--- src/rtl/usb_tx_sched.sv ---
// Transmit scheduler for the bulk endpoint's single usb_tx engine: arbitrates
// handshake vs. bulk-IN data, launches packets, and retries data on ACK timeout.
module usb_tx_sched #(
  parameter int MAX_SIZE       = 64,
  parameter int ADDR_W         = 6,
  parameter int TIMEOUT_CYCLES = 1024,
  parameter int MAX_RETRY      = 3
) (
  input  logic              clk,
  input  logic              rst,
  input  logic              hs_req,
  input  logic              hs_type,
  output logic              hs_done,
  input  logic              data_req,
  input  logic [6:0]        data_size,
  output logic              data_done,
  output logic              data_fail,
  output logic [ADDR_W-1:0] buf_rd_addr,
  input  logic [7:0]        buf_rd_data,
  output logic [7:0]        tx_packet_data,
  output logic [1:0]        tx_packet,
  output logic [6:0]        tx_packet_size,
  input  logic              get_tx_packet_data,
  input  logic              tx_done,
  input  logic              rx_ack
);

  // The byte counter must be able to hold MAX_SIZE itself (one past the last
  // byte), which can need one bit more than the read address.
  localparam int CNT_W = (ADDR_W > 7) ? ADDR_W : 7;
  localparam int TMR_W = $clog2(TIMEOUT_CYCLES + 1);
  localparam int RTY_W = (MAX_RETRY > 0) ? $clog2(MAX_RETRY + 1) : 1;

  localparam logic [6:0]       MAX_SIZE_7 = 7'(MAX_SIZE);
  localparam logic [TMR_W-1:0] TMR_LAST   = TMR_W'(TIMEOUT_CYCLES - 1);
  localparam logic [RTY_W-1:0] RTY_MAX    = RTY_W'(MAX_RETRY);

  localparam logic [1:0] PKT_NONE = 2'b00;
  localparam logic [1:0] PKT_DATA = 2'b01;
  localparam logic [1:0] PKT_ACK  = 2'b10;
  localparam logic [1:0] PKT_NAK  = 2'b11;

  typedef enum logic [1:0] {
    IDLE,
    LOAD,
    SEND,
    WAIT_ACK
  } state_t;

  state_t           state;
  logic             is_hs;
  logic [CNT_W-1:0] byte_cnt;
  logic [TMR_W-1:0] timer;
  logic [RTY_W-1:0] retry_cnt;
  logic [6:0]       size_clamped;
  logic             pulse_busy;

  assign size_clamped   = (data_size > MAX_SIZE_7) ? MAX_SIZE_7 : data_size;
  assign buf_rd_addr    = byte_cnt[ADDR_W-1:0];
  assign tx_packet_data = buf_rd_data;

  // Requesters drop their level only after seeing the done/fail pulse, so no
  // grant is allowed in the cycle that pulse is high.
  assign pulse_busy = hs_done | data_done | data_fail;

  always_ff @(posedge clk) begin
    if (rst) begin
      state          <= IDLE;
      is_hs          <= 1'b0;
      byte_cnt       <= '0;
      timer          <= '0;
      retry_cnt      <= '0;
      tx_packet      <= PKT_NONE;
      tx_packet_size <= '0;
      hs_done        <= 1'b0;
      data_done      <= 1'b0;
      data_fail      <= 1'b0;
    end else begin
      hs_done   <= 1'b0;
      data_done <= 1'b0;
      data_fail <= 1'b0;

      case (state)
        IDLE: begin
          if (!pulse_busy && (hs_req || data_req)) begin
            is_hs          <= hs_req;
            tx_packet      <= hs_req ? (hs_type ? PKT_NAK : PKT_ACK) : PKT_DATA;
            tx_packet_size <= size_clamped;
            retry_cnt      <= '0;
            byte_cnt       <= '0;
            state          <= LOAD;
          end
        end

        LOAD: begin
          tx_packet <= PKT_NONE;
          state     <= SEND;
        end

        SEND: begin
          if (get_tx_packet_data && (byte_cnt < CNT_W'(tx_packet_size))) begin
            byte_cnt <= byte_cnt + 1'b1;
          end
          if (tx_done) begin
            if (is_hs) begin
              hs_done <= 1'b1;
              state   <= IDLE;
            end else begin
              timer <= '0;
              state <= WAIT_ACK;
            end
          end
        end

        WAIT_ACK: begin
          timer <= timer + 1'b1;
          // An ACK arriving on the expiry cycle still counts as success.
          if (rx_ack) begin
            data_done <= 1'b1;
            state     <= IDLE;
          end else if (timer == TMR_LAST) begin
            if (retry_cnt < RTY_MAX) begin
              retry_cnt <= retry_cnt + 1'b1;
              byte_cnt  <= '0;
              tx_packet <= PKT_DATA;
              state     <= LOAD;
            end else begin
              data_fail <= 1'b1;
              state     <= IDLE;
            end
          end
        end

        default: state <= IDLE;
      endcase
    end
  end

endmodule

--- config.mk ---
export PLATFORM = sky130hd
export DESIGN_NAME = usb_tx_sched
export DESIGN_NICKNAME = d
export VERILOG_FILES = /design/src/rtl/usb_tx_sched.sv
export SDC_FILE = /design/constraint.sdc
export NUM_CORES = 1
export LEC_CHECK = 0
export CAP_MARGIN = 20
export CORE_MARGIN = 4
export CORE_UTILIZATION = 45
export DETAILED_ROUTE_END_ITERATION = 10
export PLACE_DENSITY = 0.73
export REMOVE_ABC_BUFFERS = 1
export SYNTH_ARGS = -nofsm -noshare
export SYNTH_HDL_FRONTEND = slang
export SYNTH_SLANG_ARGS = --single-unit
--- constraint.sdc ---
create_clock -name clk -period 1.9 [get_ports clk]
set_clock_uncertainty 0.05 [all_clocks]
set_input_delay 0.475 -clock clk [delete_from_list [all_inputs] [get_ports clk]]
set_output_delay 0.475 -clock clk [all_outputs]
set_load 0.1 [all_outputs]
======== Word-level counts from Yosys, hierarchy flattened ========
Index checks and enable logic that the tools add are counted.
word-level totals
  logic and storage cells ................. 84
  input port bits ......................... 23
  flip-flop bits (word level) ............. 35
operators by class
  mux-type cells .......................... 32
  eq/ne operators ......................... 12
  reduce and logical (&&, ||, !) cells .... 18
  $add $sub $neg .......................... 3
  bitwise gates (word level) .............. 6
  order comparisons ....................... 3
operator list
  kind                                                    count
  2-to-1 mux 7 bit                                        6
  2-to-1 mux 2 bit                                        14
  2-to-1 mux 11 bit                                       2
  one-hot mux 11 bit (2 select lines)                     1
  one-hot mux 7 bit (3 select lines)                      1
  != test 2 bit (second input constant)                   7
  adder 11 x 1 -> 11 bit (second input constant)          1
  equality test 11 x 10 -> 1 bit (second input constant)  1
  AND reduction 5 bit                                     2
  one-hot mux 2 bit (4 select lines)                      1
  adder 7 x 1 -> 7 bit (second input constant)            1
  greater-than comparator 7 bit (second input constant)   1
  < comparator 7 bit                                      1
  one-hot mux 2 bit (3 select lines)                      1
  AND reduction 3 bit                                     2
  AND reduction 6 bit                                     1
  nonzero test 3 bit                                      2
  2-to-1 mux 1 bit                                        5
  equality test 2 bit (second input constant)             2
  inverter 1 bit                                          4
  one-hot mux 2 bit (2 select lines)                      1
  nonzero test 2 bit                                      2
  OR reduction 4 bit                                      1
  != test 3 bit (second input constant)                   1
  11 further kinds                                        13

======== Longest topological paths before layout ========
  depth in word-level cells ............... 6
  mapped depth ............................ 9

======== Worst setup path after synthesis ========
No wires, ideal clock.
  path type ............................... register -> register
  from .................................... register tx_packet_size[5]
  to ...................................... register byte_cnt[6]
  period minus slack after synthesis ...... 2.806 ns
  setup time .............................. 0.101 ns
  cell stages (with the launch flop) ...... 9
  arrival time ............................ 2.655 ns
  required time ........................... 1.749 ns
  setup slack ............................. -0.906 ns
  buffers on the path ..................... 1
  cell sequence ........................... dfxtp_1 > inv_1 > ha_1 > a21o_1 > a211oi_1 > o21ai_0 > or3_1 > buf_2 > o41ai_1
between the ends
  word-level cells in the longest chain between the ends .. 4
ends and longest elaborated chain
  what                                  line  text
  start, declared                       22    output logic [6:0] tx_packet_size,
  start signal, assigned                88    tx_packet_size <= size_clamped;
  < comparator 7 bit                    101   if (get_tx_packet_data && (byte_cnt < CNT_W'(tx_packet_size))) begin
  logical AND 1 bit                     101
  != test 2 bit (no source line)        --
  AND reduction 6 bit (no source line)  --
  end signal, assigned                  102   byte_cnt <= byte_cnt + 1'b1;
  end, declared                         52    logic [CNT_W-1:0] byte_cnt;
Every way passes these cells.
A chain may end at the register's enable or synchronous reset.

======== Worst setup path in the final report ========
  from .................................... register retry_cnt[0]
  to ...................................... register byte_cnt[4]
between the ends
  word-level cells in the longest chain between the ends .. 3
ends and longest elaborated chain
  what                                  line  text
  start, declared                       54    logic [RTY_W-1:0] retry_cnt;
  start signal, assigned                123   retry_cnt <= retry_cnt + 1'b1;
  < comparator 2 bit                    122   if (retry_cnt < RTY_MAX) begin
  != test 2 bit (no source line)        --
  AND reduction 6 bit (no source line)  --
Every way passes these cells.

==> qor.yml <==
crit_path_cell_trace: "ha_4 > or3_4 > nor4_4 > o21ai_2 > buf_4 > o41ai_2 > o31ai_1"
r2r_slack_ps: -150
grt_pass1_wl_mm: 8.286
fin_util: 0.7195
tightest_slew_ps: 439.4
drt_iter0_drc: 186
slew_headroom: 0.7061
grt_overflow_total: 0
syn_area_per_cell_um2: 8.748
num_antenna_cells: 0
dp_hpwl_mm: 3.844
ys_warn_count: 0
power_frac_seq: 0.287
max_freq_ghz: 0.4887
timing.rr.end: "byte_cnt[4]$_SDFFE_PP0P_"
wl_per_cell_um: 15.24
place.gp.congestion: 0.8317
setup_ws_ps: -146.4
dr.pass1.iters: 6
synth_cells: 234
p_leak_uw: 0.001273
rows: 24
cp_max_fo: 8
max-cap-violations: 0
cts.path.max_buffers: 2
wl_mm: 5.439
areaGrowthSynthToFinish_pct: 54.10
pwr-share-comb: 0.473
netlist-cell-type-count: 50
setup_violations: 10
clock_sinks: 35
drive_gt1_frac: 0.4098
path_buf_inv: 1
finalCritPeriodShare: 1.077
p_sw_uw: 1098
io_pins: 49
worst_path_dominant_cell_family: "compound AO/OA/AOI/OAI gates"
crit_required_ps: 2010
numPortBuffers: 32
slowest_stage: "or3_4"
synth_edf_count: 0
setup-tns-final_ps: -659.0
drc_errors: 0
hold_path.class: "reg -> reg"
holdWs_ps: 472.5
cp_slowest_stage_delay_ps: 370
cts-htree-levels: 2
drv_slew: 0
mostFrequentLayoutCells: "53 x buf_4, 28 x dfxtp_1, 26 x nor2_1"
final_common_cell: "buf_4"
vias: 1926
async_reset_ff_frac: 0
outcome: "finished, violations left"
synth_area_um2: 2047
reg2reg_depth: 7
cellPowerDensity_nw_per_um2: 919.3
p_sw_frac: 0.3787
grt_pass1_vias: 1912
period_minus_slack_ps: 2046
die_w_um: 75.45
dieHeight_um: 75.45
violations: "negative setup slack"
hp-start: "tx_packet[1]$_SDFFE_PP0P_"
clock_power_share: 0.240
start_kind: "flip-flop"
rsz0062_at_grt: "yes"
worstSetupPathType: "reg -> reg"
seq_area_frac_synth: 0.3423
worstSkewPairLatency_ps: 290
ys_seq_elements: 35
worst_setup_path_end_kind: "flip-flop"
grt_max_degree: 20
reg2reg_from: "retry_cnt[0]$_SDFFE_PP0P_"
antenna_found_initial: 0
fill_cells: 326
cts_tree: "done"
die_area_um2: 5692
hold_path_depth: 2
p_int_uw: 1802
final_nets: 341
clk_pin_slew_ps: 80
cts_buffers: 5
finalHoldViolCount: 0
routed_via_density: 5.395
critical_path_arrival_ps: 2160
grtUsageTotal: 0.1915
core_area_um2: 4384
cts-root-buf: "clkbuf_8"
hold_end: "tx_packet[1]$_SDFFE_PP0P_"
antenna_left: 0
start_util: 0.4669
ir_drop_mv: 0.5628
ys.flop_type: "dfxtp_1"
[logic make-up after synthesis]
kind of cell / after synthesis / share of synthesized area
DFF: 35 / 0.3423
muxes: 2 / 0.009780
xor gates and xnor gates: 9 / 0.03851
adders and majority gates: 14 / 0.08558
buffers and inverters: 38 / 0.1100
and+or+nand+nor: 92 / 0.2494
AOI/OAI and AO/OA: 44 / 0.1644
[layer usage]
layer	track usage	part of all wire	vias up	wire [um]
li1	-	-	949	-
met1	0.2045	0.40	904	2149
met2	0.3509	0.53	65	2909
met3	0.05673	0.055	8	298
met4	0.07573	0.015	0	81
met5	0	0	-	0
[sequential cells by signal, indices dropped and copies added, names as in the netlist]
register        flops
retry_cnt           2
hs_done             1
timer              11
data_fail           1
is_hs               1
byte_cnt            7
state               2
tx_packet           2
data_done           1
tx_packet_size      7
[cell type report]
cell class / count / area, um2 / area share
Timing Repair Buffer: 86 / 905.9 / 0.2872
Inverter: 15 / 56.30 / 0.01785
Tap cell: 52 / 65.06 / 0.02063
Clock buffer: 6 / 82.58 / 0.02618
Multi-Input combinational cell: 161 / 1300 / 0.4121
Clock inverter: 2 / 35.03 / 0.01111
Sequential cell: 35 / 709.4 / 0.2249
[worst max path at each step]
stage / from / endpoint / slack, ps / depth (start not counted)
floorplan: byte_cnt[5]$_SDFFE_PP0P_ / byte_cnt[6]$_SDFFE_PP0P_ / -890 / 6
global placement: rx_ack / byte_cnt[3]$_SDFFE_PP0P_ / -520 / 7
detailed placement: rx_ack / byte_cnt[6]$_SDFFE_PP0P_ / -640 / 6
CTS: retry_cnt[0]$_SDFFE_PP0P_ / byte_cnt[6]$_SDFFE_PP0P_ / -140 / 6
global route: retry_cnt[0]$_SDFFE_PP0P_ / byte_cnt[4]$_SDFFE_PP0P_ / -260 / 7
finish: retry_cnt[0]$_SDFFE_PP0P_ / byte_cnt[4]$_SDFFE_PP0P_ / -150 / 7
[through the flow]
stage,cell area (um2),std cells,worst slack [ps],power [uW]
after floorplan,1878,211,-885.4,1507
after detailed placement,2811,344,-644.9,2019
after global routing,3154,357,-264.2,3030
after global placement,2811,344,-523.3,2003
final,3154,357,-146.4,2900
after CTS,3084,355,-142.8,2839
[power by group through the flow]
stage	Sequential, uW	Clock, uW	Combinational [uW]
2_1_floorplan	1080	0	423
6_report	833	696	1370
5_1_grt	841	741	1450
3_5_place_dp	846	0	1170
3_3_place_gp	843	0	1160
4_1_cts	832	702	1300
[tightest hold or removal path, stage by stage (launching register included)]
cell and delay [ps]:
dfxtp_1 340, o21ai_0 80, a21oi_1 60
[Yosys cell counts (2+ instances only)]
cell | instances | share of area
inv_1 | 15 | 0.028
o41ai_1 | 6 | 0.026
or3_1 | 3 | 0.0092
nand4_2 | 2 | 0.012
nor2_1 | 28 | 0.051
o22ai_1 | 2 | 0.0061
xnor2_1 | 7 | 0.030
or3_2 | 2 | 0.0073
dfxtp_1 | 35 | 0.34
buf_2 | 2 | 0.0049
and3_1 | 2 | 0.0061
ha_1 | 14 | 0.086
nand3_1 | 5 | 0.012
nor4_1 | 3 | 0.0092
clkbuf_8 | 2 | 0.013
nand2b_1 | 5 | 0.015
nor2b_1 | 3 | 0.0092
a21oi_1 | 14 | 0.034
mux2i_1 | 2 | 0.0098
xor2_1 | 2 | 0.0086
o21ai_0 | 6 | 0.015
and2_1 | 3 | 0.0092
nand2_1 | 16 | 0.029
o31ai_1 | 2 | 0.0073
nor3_1 | 5 | 0.012
buf_4 | 14 | 0.051
nand4b_1 | 6 | 0.026
clkbuf_1 | 4 | 0.0073
a211oi_1 | 3 | 0.011
[repair_timing]
item,CTS,global route
setup endpoints to repair,14,15
hold buffers,0,0
setup buffers,3,2
pin swaps,6,7
resized for setup,31,11
Power figures use the tool's default switching activity.
